[src/rtl/instr_fetch_decode_pkg.sv]
// Shared fetch/decode definitions: fetch FSM states, MIPS-style field positions and widths.
// Also used by the operand-prep and execute stages.
package instr_fetch_decode_pkg;

  localparam int REG_ADDR_W = 5;
  localparam int DATA_W     = 32;

  localparam int OPC_HI = 31;
  localparam int OPC_LO = 26;
  localparam int RS_HI  = 25;
  localparam int RS_LO  = 21;
  localparam int RT_HI  = 20;
  localparam int RT_LO  = 16;
  localparam int RD_HI  = 15;
  localparam int RD_LO  = 11;
  localparam int IMM_HI = 15;
  localparam int IMM_LO = 0;

  localparam int OPC_W = OPC_HI - OPC_LO + 1;
  localparam int IMM_W = IMM_HI - IMM_LO + 1;

  typedef enum logic [1:0] {
    ST_IDLE,
    ST_REQ,
    ST_WAIT,
    ST_HOLD
  } fetch_state_e;

endpackage

[src/rtl/instr_field_slicer.sv]
// Combinational split of a 32-bit instruction word into opcode, register
// addresses and a sign-extended immediate.
module instr_field_slicer
  import instr_fetch_decode_pkg::*;
(
  input  logic [DATA_W-1:0]     instr,
  output logic [OPC_W-1:0]      opcode,
  output logic [REG_ADDR_W-1:0] rs,
  output logic [REG_ADDR_W-1:0] rt,
  output logic [REG_ADDR_W-1:0] rd,
  output logic [DATA_W-1:0]     imm
);

  assign opcode = instr[OPC_HI:OPC_LO];
  assign rs     = instr[RS_HI:RS_LO];
  assign rt     = instr[RT_HI:RT_LO];
  assign rd     = instr[RD_HI:RD_LO];
  assign imm    = {{(DATA_W - IMM_W){instr[IMM_HI]}}, instr[IMM_HI:IMM_LO]};

endmodule

[src/rtl/instr_fetch_decode.sv]
// Fetch/decode stage: one outstanding imem request, field slicing, valid/ready output
// register, branch redirect/flush. Optional counters via `define FETCH_PERF_CNT_EN.
module instr_fetch_decode
  import instr_fetch_decode_pkg::*;
#(
  parameter logic [31:0] RESET_PC = 32'h0000_0000,
  parameter logic [31:0] PC_STEP  = 32'd4
) (
  input  logic        clk,
  input  logic        rst_n,
  output logic        imem_req,
  output logic [31:0] imem_addr,
  input  logic        imem_rvalid,
  input  logic [31:0] imem_rdata,
  input  logic        redirect_valid,
  input  logic [31:0] redirect_pc,
  output logic        out_valid,
  input  logic        out_ready,
  output logic [4:0]  Read_register1,
  output logic [4:0]  Read_register2,
  output logic [4:0]  Instruction_set3,
  output logic [31:0] Instruction_set4,
  output logic [5:0]  out_opcode,
  output logic [31:0] out_pc
`ifdef FETCH_PERF_CNT_EN
  ,
  output logic [31:0] perf_fetched,
  output logic [31:0] perf_squashed
`endif
);

  fetch_state_e state, next_state;
  logic [31:0]  pc;
  logic         squash, squash_next;
  logic [31:0]  hold_buf;
  logic         load, store_buf, discard;
  logic [31:0]  load_word;

  logic [OPC_W-1:0]      s_opcode;
  logic [REG_ADDR_W-1:0] s_rs, s_rt, s_rd;
  logic [DATA_W-1:0]     s_imm;

  assign imem_req  = (state == ST_REQ);
  assign imem_addr = pc;
  assign load_word = (state == ST_HOLD) ? hold_buf : imem_rdata;

  instr_field_slicer u_slicer (
    .instr  (load_word),
    .opcode (s_opcode),
    .rs     (s_rs),
    .rt     (s_rt),
    .rd     (s_rd),
    .imm    (s_imm)
  );

  always_ff @(posedge clk) begin
    if (!rst_n) state <= ST_IDLE;
    else        state <= next_state;
  end

  // NOTE: every signal gets a default before the case so no path leaves it unassigned (no latches).
  always_comb begin
    next_state  = state;
    squash_next = squash;
    load        = 1'b0;
    store_buf   = 1'b0;
    discard     = 1'b0;
    unique case (state)
      ST_IDLE: next_state = ST_REQ;
      ST_REQ:  next_state = ST_WAIT;
      ST_WAIT: begin
        if (imem_rvalid) begin
          next_state = ST_REQ;
          if (squash) begin
            discard     = 1'b1;
            squash_next = 1'b0;
          end else if (!out_valid || out_ready) begin
            load = 1'b1;
          end else begin
            store_buf  = 1'b1;
            next_state = ST_HOLD;
          end
        end
      end
      ST_HOLD: begin
        if (out_ready) begin
          load       = 1'b1;
          next_state = ST_REQ;
        end
      end
      default: next_state = ST_IDLE;
    endcase

    // Redirect wins over any same-cycle response or consumer handshake.
    if (redirect_valid) begin
      load      = 1'b0;
      store_buf = 1'b0;
      discard   = 1'b0;
      unique case (state)
        ST_REQ: begin
          squash_next = 1'b1;
          next_state  = ST_WAIT;
        end
        ST_WAIT: begin
          if (imem_rvalid) begin
            discard     = 1'b1;
            squash_next = 1'b0;
            next_state  = ST_REQ;
          end else begin
            squash_next = 1'b1;
            next_state  = ST_WAIT;
          end
        end
        ST_HOLD: begin
          discard    = 1'b1;
          next_state = ST_REQ;
        end
        default: next_state = ST_REQ;
      endcase
    end
  end

  // NOTE: state registers use non-blocking assignments so every flop samples pre-edge values.
  always_ff @(posedge clk) begin
    if (!rst_n) begin
      pc               <= RESET_PC;
      squash           <= 1'b0;
      out_valid        <= 1'b0;
      Read_register1   <= '0;
      Read_register2   <= '0;
      Instruction_set3 <= '0;
      Instruction_set4 <= '0;
      out_opcode       <= '0;
      out_pc           <= '0;
    end else begin
      squash <= squash_next;
      if (redirect_valid) pc <= redirect_pc;
      else if (load)      pc <= pc + PC_STEP;

      if (redirect_valid) begin
        out_valid <= 1'b0;
      end else if (load) begin
        out_valid        <= 1'b1;
        Read_register1   <= s_rs;
        Read_register2   <= s_rt;
        Instruction_set3 <= s_rd;
        Instruction_set4 <= s_imm;
        out_opcode       <= s_opcode;
        out_pc           <= pc;
      end else if (out_ready) begin
        out_valid <= 1'b0;
      end
    end
  end

  // NOTE: the hold buffer carries data only; it is always written before HOLD reads it, so it needs no reset.
  always_ff @(posedge clk) begin
    if (store_buf) hold_buf <= imem_rdata;
  end

`ifdef FETCH_PERF_CNT_EN
  logic flush_entry;
  assign flush_entry = redirect_valid && out_valid && !out_ready;

  always_ff @(posedge clk) begin
    if (!rst_n) begin
      perf_fetched  <= '0;
      perf_squashed <= '0;
    end else begin
      if (load) perf_fetched <= perf_fetched + 32'd1;
      perf_squashed <= perf_squashed + {31'd0, discard} + {31'd0, flush_entry};
    end
  end
`endif

endmodule

[config.mk]
export PLATFORM = sky130hd
export DESIGN_NAME = instr_fetch_decode
export DESIGN_NICKNAME = d
export VERILOG_FILES = /design/src/rtl/instr_fetch_decode_pkg.sv /design/src/rtl/instr_field_slicer.sv /design/src/rtl/instr_fetch_decode.sv
export SDC_FILE = /design/constraint.sdc
export NUM_CORES = 1
export LEC_CHECK = 0
export CAP_MARGIN = 20
export CELL_PAD_IN_SITES_DETAIL_PLACEMENT = 0
export CELL_PAD_IN_SITES_GLOBAL_PLACEMENT = 1
export CORE_AREA = 2 2 104 157
export DETAILED_ROUTE_END_ITERATION = 10
export DIE_AREA = 0 0 106 159
export PLACE_DENSITY = 0.95
export SYNTH_ARGS = -nofsm -noshare
export SYNTH_HDL_FRONTEND = slang
export SYNTH_SLANG_ARGS = --single-unit
[constraint.sdc]
create_clock -name clk -period 9.9 [get_ports clk]
set_input_delay 0.99 -clock clk [delete_from_list [all_inputs] [get_ports clk]]
set_output_delay 0.99 -clock clk [all_outputs]
set_load 0.03 [all_outputs]
==> Flow_metrics.wiki <==
{| class="wikitable"
! Metric !! Value
|-
| Power Dens Cells || about 170 nW/um2
|-
| Most used flip-flop cell after synthesis || sky130_fd_sc_hd__dfxtp_1
|-
| Count of buffers inserted at the top-level ports || roughly 190
|-
| Worst path setup slack after routing || 6.514 ns
|-
| Pins over their slew limit || 0
|-
| Net count after synthesis || around 660
|-
| Layout area overhead || 44.30%
|-
| Detail Route Antenna Nets || 0
|-
| Detailed Route WL || 15.41 mm
|-
| Initial antenna violation count || 0
|-
| Type of the worst setup path || reg2reg
|-
| Sort of element at the start of the critical path || flip-flop
|-
| Category of the worst setup path capture point || flip-flop
|-
| Die Height || around 160 um
|-
| Area of the multi-input gates || ~2300 um2
|-
| Simple logic cell fraction of the synthesized area || 0.1569
|-
| Count of fill cells added during filler insertion || approximately 1400
|-
| CTS tree || built
|-
| Relative slew slack || 0.2872
|-
| Clock tree skew after final layout || between 0.006 and 0.007 ns
|-
| Maximum achievable frequency || 295.3 MHz
|-
| Sequential share of the synthesized area || 0.5248
|-
| Setup-failing EPs final || 0
|-
| Shortest clock period the worst path allows after layout || 3.386 ns
|-
| Core Region || roughly 15000 um2
|-
| Unrepaired setup endpoints after global routing || no
|-
| Total track usage || 0.1836
|-
| Total global routing overflow || 0
|-
| Number of rows created at floorplan || 56
|-
| Worst-Margin Slew || around 1.1 ns
|-
| First-pass GRT wire length || around 24 mm
|-
| Dominant combinational cell family by area after synthesis || simple AND/OR/NAND/NOR gates
|-
| Power after layout || about 0.0014 W
|-
| Post-CTS setup buffers || 0
|-
| Via density || 4.951
|-
| Final cycle utilization of the critical path || 0.3420
|-
| Total of max-cap violations || 0
|-
| Synthesized instance count || between 500 and 600
|-
| Setup total negative slack || 0 ns
|-
| Crit path arrival time || 3.69 ns
|-
| Die Span X || 106 um
|-
| Root Driver || sky130_fd_sc_hd__clkbuf_16
|-
| # diodes || 0
|-
| Maximum number of buffers from clock root to sink || 2
|-
| Maximum resistive drop on vdd || between 100 and 150 uV
|-
| Sequential cell area || 2963 um2
|-
| Compound-cell area share of the yosys netlist || 0.1489
|-
| Resize count post-CTS || 0
|-
| Placer congestion estimate || roughly 0.82
|-
| Number of warnings reported in the yosys synthesis log || 0
|-
| Inserted Clock Buffers || 17
|-
| Maximum number of pins on one net before global-route repair || 80
|-
| Worst slack at placement || about 6.3 ns
|-
| Crit path max fanout || a little under 80
|-
| Fraction of final layout cells with drive strength greater than 1 || 0.06800
|-
| Leakage power || around 2.6 nW
|-
| Post-detailed-route DRC marker count || 0
|-
| Post-synthesis average cell area || just under 10 um2
|-
| Number of endpoints with negative hold slack in the final report || 0
|-
| Post-synthesis cell area || 5645 um2
|-
| FF+latch count, synth || approximately 130
|-
| Via count of the first global-routing pass || roughly 4700
|-
| Number of clock sinks || roughly 130
|-
| Hold Crit Class || reg2reg
|-
| Initial Util || 0.3646
|-
| DR vias || 4718
|-
| Xor/xnor cell area share of the yosys netlist || 0.03258
|-
| Share of synthesized cell area in full adder, half adder and majority cells || 0.008865
|-
| Clock-pin transition on the worst setup and hold timing paths || 0.06 ns
|-
| First drt pass iteration count || 4
|-
| Iteration-0 DRC count of the detailed router || ~150
|-
| Top-level port count || between 150 and 200
|-
| Hold-fix buffers at CTS || 0
|-
| Result of the run || finished clean
|-
| Share of synthesized area spent on multiplexers || 0.06206
|-
| Count of distinct cell types in the synthesized netlist || 50
|-
| H-Tree Level Count || 4
|-
| Async set-or-reset flop fraction in the synthesized netlist || 0
|-
| Die area || ~17000 um2
|-
| Required arrival time at the worst endpoint || 10.21 ns
|-
| Clock latency on the worst-skew pair || roughly 0.40 ns
|-
| HPWL after detailed placement || between 10 and 15 mm
|-
| WL/cell || 16.17 um
|-
| Number of nets in the layout || 810
|-
| Post-synth EDFFs || 32
|}
state kept, by name, indices dropped and copies added (netlist names):
register,count
Read_register2,5
Instruction_set4,11
state,2
squash,1
imem_addr,32
Read_register1,5
out_valid,1
out_pc,32
hold_buf,32
out_opcode,6
Instruction_set3,5
critical path: stages, from the launching register on:
cell,delay (ns)
sky130_fd_sc_hd__dfxtp_1,0.38
sky130_fd_sc_hd__ha_2,0.92
sky130_fd_sc_hd__and2_1,0.31
sky130_fd_sc_hd__o21ai_1,0.07
sky130_fd_sc_hd__buf_4,0.21
sky130_fd_sc_hd__nor2_4,0.31
sky130_fd_sc_hd__buf_4,0.71
sky130_fd_sc_hd__nor2_1,0.09
sky130_fd_sc_hd__a211oi_1,0.27
kinds of logic (layout without fill, tap and decap cells):
family	Yosys count	in the layout
DFF	132	132
buffers and inverters	67	233
and+or+nand+nor	186	186
muxes	35	35
adders and majority gates	4	4
AOI/OAI and AO/OA	139	139
xor gates and xnor gates	21	21
through the flow:
stage / utilization / cell area [um2] / hold slack [ns] / instances
detailed placement: 0.4839 / 7493 / 0.4478 / 921
finish: 0.5261 / 8147 / 0.4520 / 953
global route: 0.5261 / 8147 / 0.4724 / 953
floorplan: - / 5645 / 0.4788 / 584
CTS: 0.5261 / 8147 / 0.4557 / 953
global placement: 0.4839 / 7493 / 0.4422 / 921
routing by layer:
| metal | vias to the layer above | GRT usage | wire length (um) |
|---|---|---|---|
| met2 | 129 | 0.3328 | 8239 |
| met1 | 2210 | 0.2094 | 6187 |
| met5 | - | 0 | 0 |
| met4 | 0 | 0.05861 | 160 |
| li1 | 2365 | - | - |
| met3 | 14 | 0.04503 | 823 |
layout make-up:
| type | instances | area share |
|---|---|---|
| Sequential cell | 132 | 0.3637 |
| Multi-Input combinational cell | 385 | 0.2855 |
| Timing Repair Buffer | 194 | 0.2362 |
| Clock buffer | 17 | 0.05222 |
| Tap cell | 203 | 0.03118 |
| Clock inverter | 15 | 0.02795 |
| Inverter | 7 | 0.003225 |
worst paths after layout:
check | startpoint | endpoint | slack (ns) | depth (start not counted)
max | state[1]$_SDFFE_PN0P_ | Instruction_set3[0]$_SDFFE_PN0P_ | 6.51 | 8
min reg2reg | out_pc[24]$_SDFFE_PN0P_ | out_pc[24]$_SDFFE_PN0P_ | 0.45 | 2
max reg2reg | state[1]$_SDFFE_PN0P_ | Instruction_set3[0]$_SDFFE_PN0P_ | 6.51 | 8
min | out_pc[24]$_SDFFE_PN0P_ | out_pc[24]$_SDFFE_PN0P_ | 0.45 | 2
cells in the mapped netlist (all sizes together), types with 7 or more instances:
| cell type | instances | area (um2) |
|---|---|---|
| dfxtp | 100 | 2002 |
| xnor2 | 19 | 166.4 |
| buf | 34 | 242.7 |
| edfxtp | 32 | 960.9 |
| mux2i | 35 | 350.3 |
| a31oi | 7 | 43.79 |
| o21ai | 32 | 160.2 |
| nor3 | 9 | 50.05 |
| a211oi | 36 | 270.3 |
| inv | 7 | 26.28 |
| clkbuf | 25 | 93.84 |
| nand2 | 81 | 304.0 |
| nand4 | 10 | 83.83 |
| a21oi | 49 | 245.2 |
| nor2 | 43 | 161.4 |
cell usage in the layout (no fill, tap or decap), types with 5 or more instances in the layout:
cell type                         Yosys  final
sky130_fd_sc_hd__clkdlybuf4s50_1      0    187
sky130_fd_sc_hd__dfxtp_1            100    100
sky130_fd_sc_hd__nand2_1             81     81
sky130_fd_sc_hd__a21oi_1             49     49
sky130_fd_sc_hd__nor2_1              43     42
sky130_fd_sc_hd__a211oi_1            36     36
sky130_fd_sc_hd__mux2i_1             35     35
sky130_fd_sc_hd__edfxtp_1            32     32
sky130_fd_sc_hd__o21ai_0             31     31
sky130_fd_sc_hd__xnor2_1             19     19
sky130_fd_sc_hd__clkbuf_16            0     17
sky130_fd_sc_hd__nand4_1              8      8
sky130_fd_sc_hd__nor3_1               8      8
sky130_fd_sc_hd__a31oi_1              7      7
sky130_fd_sc_hd__buf_4               21      7
sky130_fd_sc_hd__inv_1                7      6
sky130_fd_sc_hd__nand3_1              6      6
sky130_fd_sc_hd__nor4_1               6      6
sky130_fd_sc_hd__and2_1               5      5
sky130_fd_sc_hd__bufinv_16            0      5
power by group:
part | internal [W] | switching, W | total, W
Combinational | 0.0000685 | 0.0000746 | 0.000143
Sequential | 0.000565 | 0.0000196 | 0.000585
Clock | 0.000450 | 0.000245 | 0.000695
Total | 0.00108 | 0.000339 | 0.00142
Power figures use the tool's default switching activity.
